`src/rtl/tcb_full_arb.sv`:
```
// Round-robin arbiter that merges MPN manager ports onto one subordinate
// port. A request with the lock bit set keeps the grant on its manager
// until that manager completes a request with the lock bit clear.
// Responses return DLY cycles after each transfer and are routed back to
// the manager that issued the request.
//
// Ports:
//   clk, rst          clock, asynchronous active-low reset
//   man_vld/man_rdy   per-manager handshake
//   man_req           per-manager request, manager i at [i*RQW +: RQW]
//   man_rsp           per-manager response, manager i at [i*RSW +: RSW]
//   sub_vld/sub_rdy   subordinate handshake
//   sub_req/sub_rsp   subordinate request and response
module tcb_full_arb #(
  parameter int unsigned MPN = 2,
  parameter int unsigned RQW = 72,
  parameter int unsigned RSW = 33,
  parameter int unsigned DLY = 1,
  parameter int unsigned LCK = 1
) (
  input  logic               clk,
  input  logic               rst,
  input  logic [MPN-1:0]     man_vld,
  output logic [MPN-1:0]     man_rdy,
  input  logic [MPN*RQW-1:0] man_req,
  output logic [MPN*RSW-1:0] man_rsp,
  output logic               sub_vld,
  input  logic               sub_rdy,
  output logic [RQW-1:0]     sub_req,
  input  logic [RSW-1:0]     sub_rsp
);

  localparam int unsigned IW = (MPN > 1) ? $clog2(MPN) : 1;

  typedef enum logic {OPEN = 1'b0, LOCK = 1'b1} state_t;

  state_t        state;
  logic [IW-1:0] ptr;
  logic [IW-1:0] lix;
  logic [IW-1:0] hix;
  logic          stl;
  logic [IW-1:0] gnt;
  logic [IW:0]   sum;
  logic          found;
  logic          trn;
  logic          req_lck;
  logic          rsp_trn;
  logic [IW-1:0] rsp_idx;

  // Increment an index modulo MPN.
  function automatic logic [IW-1:0] nxt(input logic [IW-1:0] i);
    return (i == IW'(MPN - 1)) ? '0 : i + IW'(1);
  endfunction

  // Grant selection: locked index, held stalled index, or rotating search.
  always_comb begin
    gnt   = ptr;
    sum   = '0;
    found = 1'b0;
    if (state == LOCK) begin
      gnt = lix;
    end else if (stl) begin
      gnt = hix;
    end else begin
      for (int k = 0; k < int'(MPN); k++) begin
        sum = {1'b0, ptr} + (IW+1)'(k);
        if (sum >= (IW+1)'(MPN)) sum = sum - (IW+1)'(MPN);
        if (!found && man_vld[sum[IW-1:0]]) begin
          gnt   = sum[IW-1:0];
          found = 1'b1;
        end
      end
    end
  end

  // Zero-latency request path.
  always_comb begin
    sub_vld = man_vld[gnt];
    sub_req = man_req[gnt*RQW +: RQW];
    man_rdy = sub_rdy ? (MPN'(1) << gnt) : '0;
  end

  assign trn     = sub_vld & sub_rdy;
  assign req_lck = (LCK != 0) & sub_req[RQW-1];

  // Arbitration state; a stalled grant in OPEN is remembered so that a newly
  // raised higher-priority valid cannot steal it before the transfer.
  always_ff @(posedge clk or negedge rst) begin
    if (!rst) begin
      state <= OPEN;
      ptr   <= '0;
      lix   <= '0;
      hix   <= '0;
      stl   <= 1'b0;
    end else begin
      stl <= sub_vld & ~sub_rdy & (state == OPEN);
      hix <= gnt;
      case (state)
        OPEN: begin
          if (trn) begin
            if (req_lck) begin
              state <= LOCK;
              lix   <= gnt;
            end else begin
              ptr <= nxt(gnt);
            end
          end
        end
        LOCK: begin
          if (trn && !req_lck) begin
            state <= OPEN;
            ptr   <= nxt(lix);
          end
        end
        default: state <= OPEN;
      endcase
    end
  end

  // Response route: {trn, gnt} delayed DLY cycles to match the subordinate.
  if (DLY == 0) begin : g_comb
    assign rsp_trn = trn;
    assign rsp_idx = gnt;
  end else begin : g_line
    logic [DLY-1:0] dtrn;
    logic [IW-1:0]  didx [DLY];

    always_ff @(posedge clk or negedge rst) begin
      if (!rst) begin
        dtrn <= '0;
        for (int k = 0; k < int'(DLY); k++) didx[k] <= '0;
      end else begin
        dtrn[0] <= trn;
        didx[0] <= gnt;
        for (int k = 1; k < int'(DLY); k++) begin
          dtrn[k] <= dtrn[k-1];
          didx[k] <= didx[k-1];
        end
      end
    end

    assign rsp_trn = dtrn[DLY-1];
    assign rsp_idx = didx[DLY-1];
  end

  // Steer the subordinate response to the owning manager; others see zero.
  always_comb begin
    man_rsp = '0;
    if (rsp_trn) man_rsp[rsp_idx*RSW +: RSW] = sub_rsp;
  end

endmodule

```
`config.mk`:
```
export PLATFORM = sky130hd
export DESIGN_NAME = tcb_full_arb
export DESIGN_NICKNAME = d
export VERILOG_FILES = /design/src/rtl/tcb_full_arb.sv
export SDC_FILE = /design/constraint.sdc
export NUM_CORES = 1
export LEC_CHECK = 0
export CORE_AREA = 2 2 124 126
export DETAILED_ROUTE_END_ITERATION = 12
export DIE_AREA = 0 0 126 128
export PLACE_DENSITY = 0.58
export SKIP_LAST_GASP = 1
export SYNTH_ARGS = -nofsm -noshare
export SYNTH_HDL_FRONTEND = slang
export SYNTH_SLANG_ARGS = --single-unit
export TNS_END_PERCENT = 50
```
`constraint.sdc`:
```
create_clock -name clk -period 2.76 [get_ports clk]
set_input_delay 0.552 -clock clk [delete_from_list [all_inputs] [get_ports clk]]
set_output_delay 0.552 -clock clk [all_outputs]
set_load 0.03 [all_outputs]
```
==> summary.md <==
| Metric | Value |
|---|---|
| Status | complete, no violations |
| Post-Synthesis Cells | 194 |
| Final wirelength | 10,880 um |
| Leading area contributor after synthesis | mux2_4 |
| Worst setup EP type | output pin |
| Post-route ant nets | 0 |
| Crit path DAT | 2.11 ns |
| # DRC | 0 |
| Largest delay share family, worst path | buffers and inverters |
| Final cycle utilization of the critical path | 96.52% |
| Max Cap Violations | 0 |
| Hold WC Path Type | in2async |
| Max Slew Vio Count | 0 |
| Cell area after synthesis | 0.001918 mm^2 |
| Dpl hpwl | 9303 um |
| Reg clk slew, reported paths | 0.03 ns |
| Initial DRC count | 100 |
| XOR/XNOR share of the synthesized area | 0% |
| Avg WL per Cell | 15.39 um |
| Vias in the first global route | 2,809 |
| VDD IR max | 325.2 uV |
| Post-synth cell types | 25 |
| First-pass GRT wire length | 15,850 um |
| IO Port Bufs | 322 |
| Layout cells sized above 1 | 28.71% |
| RSZ-0062 raised after global routing | false |
| Synth area leaders | mux2_4, and2_1, and3_1, dfrtp_1, mux2_1 |
| # clock sinks | 6 |
| CTS max path bufs | 2 |
| Final nets | 703 |
| Syn Nets | 376 |
| Root Driver | clkbuf_16 |
| PwrDens | 798.1 mW/mm^2 |
| Synth top area share | 46.97% |
| Post-synthesis mux area share | 54.47% |
| Gpl congestion | 0.8271 |
| Post-synth EDFFs | 0 |
| Clock latency at the later pin of the worst-skew pair | 0.23 ns |
| Req. time, crit path | 2.21 ns |
| Adder-cell share of the synthesized area | 0% |
| Slew HR | 77.91% |
| Cell Rows | 45 |
| Post-synth ARST share | 100.0% |
| Final Power | 4.268 mW |
| Critical path's most frequent cell | dlygate4sd2_1 |
| Synth Register Bits | 6 |
| Leak pwr | 2.565 nW |
| Initial Util | 12.90% |
| Global-route usage over all layers | 12.10% |
| Largest family of logic cells by synthesized area | multiplexers |
| CP startpoint kind | input pin |
| Top_reg_cell synth | dfrtp_1 |
| Placed cell area | 0.005301 mm^2 |
| Io pins | 323 |
| Crit Path Class | in2out |
| Mapped Avg Cell Area | 9.887 um^2 |
| Die Y | 128 um |
| CP Cell Sequence | dlygate4sd2_1, nor2b_2, o211ai_2, nand2_4, buf_12, mux2_1, dlygate4sd2_1 |
| Synth Warn # | 0 |
| Area Growth Syn to Fin | 178.8% |
| CTS tree | done |
| Final Hold Viols | 0 |
| Final min period | 2.664 ns |
| Drt first pass iters | 4 |
| Via density | 3.907 |
| Max incr delay on CP | 0.36 ns |
| Initial antenna violation count | 0 |
| Simple logic cell fraction of the synthesized area | 26.09% |
| Die W | 126 um |
| Total grt overflow | 0 |
| Seq/Total Area, Yosys | 7.828% |
| Vias | 2,762 |
| Core area | 0.01486 mm^2 |
| Setup Viol. Count Final | 0 |
| Setup Skew | 0.0004965 ns |
| TritonCTS Buffers | 3 |
| Post-synthesis compound-gate area fraction | 4.827% |
| Max Freq | 0.3754 GHz |
| Worst path slowest cell | dlygate4sd2_1 |
| CTS Hold Bufs | 0 |
| Largest net degree at the start of global routing | 36 |
| CP Buf/Inv Count | 3 |
| Die ar. | 0.01613 mm^2 |
| Worst Tran Pin Value | 0.3303 ns |
| CTS H-tree depth | 1 |
| Largest fanout on the critical path | 17 |
| Final instance area | 0.005348 mm^2 |
| Antenna cell count | 0 |
| Fin Setup TNS | 0 ns |
==> layout by cell type (no fill, tap or decap), types with 2 or more instances in the layout <==
cell | synthesis | routed
clkdlybuf4s50_1 | 0 | 212
mux2_4 | 60 | 60
buf_4 | 0 | 60
dlygate4sd2_1 | 0 | 47
and3_1 | 34 | 34
and2_1 | 34 | 34
mux2_1 | 11 | 11
buf_2 | 2 | 8
dfrtp_1 | 6 | 6
buf_12 | 0 | 6
nor2_1 | 5 | 5
a21oi_1 | 5 | 5
buf_6 | 7 | 4
clkbuf_16 | 0 | 3
nor2b_2 | 0 | 2
nor2b_1 | 4 | 2
nand2_1 | 2 | 2
inv_1 | 2 | 2
mux2i_1 | 2 | 2
==> stage by stage <==
| stage | hold slack, ns | instances | setup slack, ns | utilization, % |
|---|---|---|---|---|
| 6_report | 0.5764 | 707 | 0.09601 | 35.98 |
| 5_1_grt | 0.6026 | 707 | 0.03488 | 35.98 |
| 4_1_cts | 0.5791 | 707 | -0.02169 | 35.97 |
| 3_5_place_dp | 0.5822 | 701 | -0.5016 | 35.67 |
| 3_3_place_gp | 0.5611 | 701 | -0.4696 | 35.67 |
| 2_1_floorplan | 0.2564 | 194 | 0.5871 | - |
==> cell usage after synthesis (2+ instances only) <==
| cell type | count |
|---|---|
| mux2i_1 | 2 |
| nor2b_1 | 4 |
| buf_6 | 7 |
| and2_1 | 34 |
| nor2_1 | 5 |
| and3_1 | 34 |
| a21oi_1 | 5 |
| buf_2 | 2 |
| dfrtp_1 | 6 |
| inv_1 | 2 |
| clkbuf_1 | 9 |
| mux2_1 | 11 |
| mux2_4 | 60 |
| nand2_1 | 2 |
==> final cells by class <==
cell class / instances / area, um^2
timing repair buffer: 340 / 3232
multi-input combinational: 168 / 1648
clock buffer: 3 / 75.07
sequential: 6 / 150.1
tap: 188 / 235.2
fill: 1535 / 9517
inverter: 2 / 7.507
==> path summary, 6_finish.rpt <==
check	from	endpoint	slack [ns]	cells past startpoint
min in group clk	ptr	ptr	0.60	2
hold reg to reg	ptr	ptr	0.60	2
hold / removal	rst	async pin	0.58	1
setup / recovery	man_vld[0]	sub_req[68]	0.1	7
setup reg to reg	register	lix	1.18	6
max in group asynchronous	rst	g_line.didx	1.96	1
==> worst register-to-register path, cell delays in order, from the launching register on <==
cell     delay [ns]
dfrtp_1        0.47
nor2b_2        0.09
a22oi_2        0.20
nand2_4        0.14
buf_12         0.19
buf_4          0.17
a22o_1         0.20
==> report_power, final <==
part	switching, mW	leakage, nW	internal, mW	total (mW)
clock network	0.0456	0.0370	0.186	0.231
logic	2.03	2.46	1.85	3.89
registers	0.0321	0.0694	0.117	0.149
total	2.11	2.56	2.16	4.27
==> cells by family (layout without fill, tap and decap cells) <==
| group | after synthesis | count (layout) |
|---|---|---|
| AOI/OAI and AO/OA | 12 | 12 |
| buffers and inverters | 20 | 345 |
| DFF | 6 | 6 |
| muxes | 73 | 73 |
| and+or+nand+nor | 83 | 83 |
==> timing repair <==
action	4_1_cts	5_1_grt
gates resized for setup	95	4
endpoints found under the setup margin	72	56
gates cloned	1	0
setup buffers	2	0
pin swaps	2	1
==> layer usage <==
metal | up-vias | GRT usage (%) | routed length (um)
met3 | 6 | 1.711 | 731
li1 | 1348 | - | -
met5 | - | 0 | 0
met4 | 0 | 1.875 | 70
met1 | 1256 | 14.93 | 4356
met2 | 152 | 22.68 | 5722
Note: power is estimated with default switching activity, not from simulation.
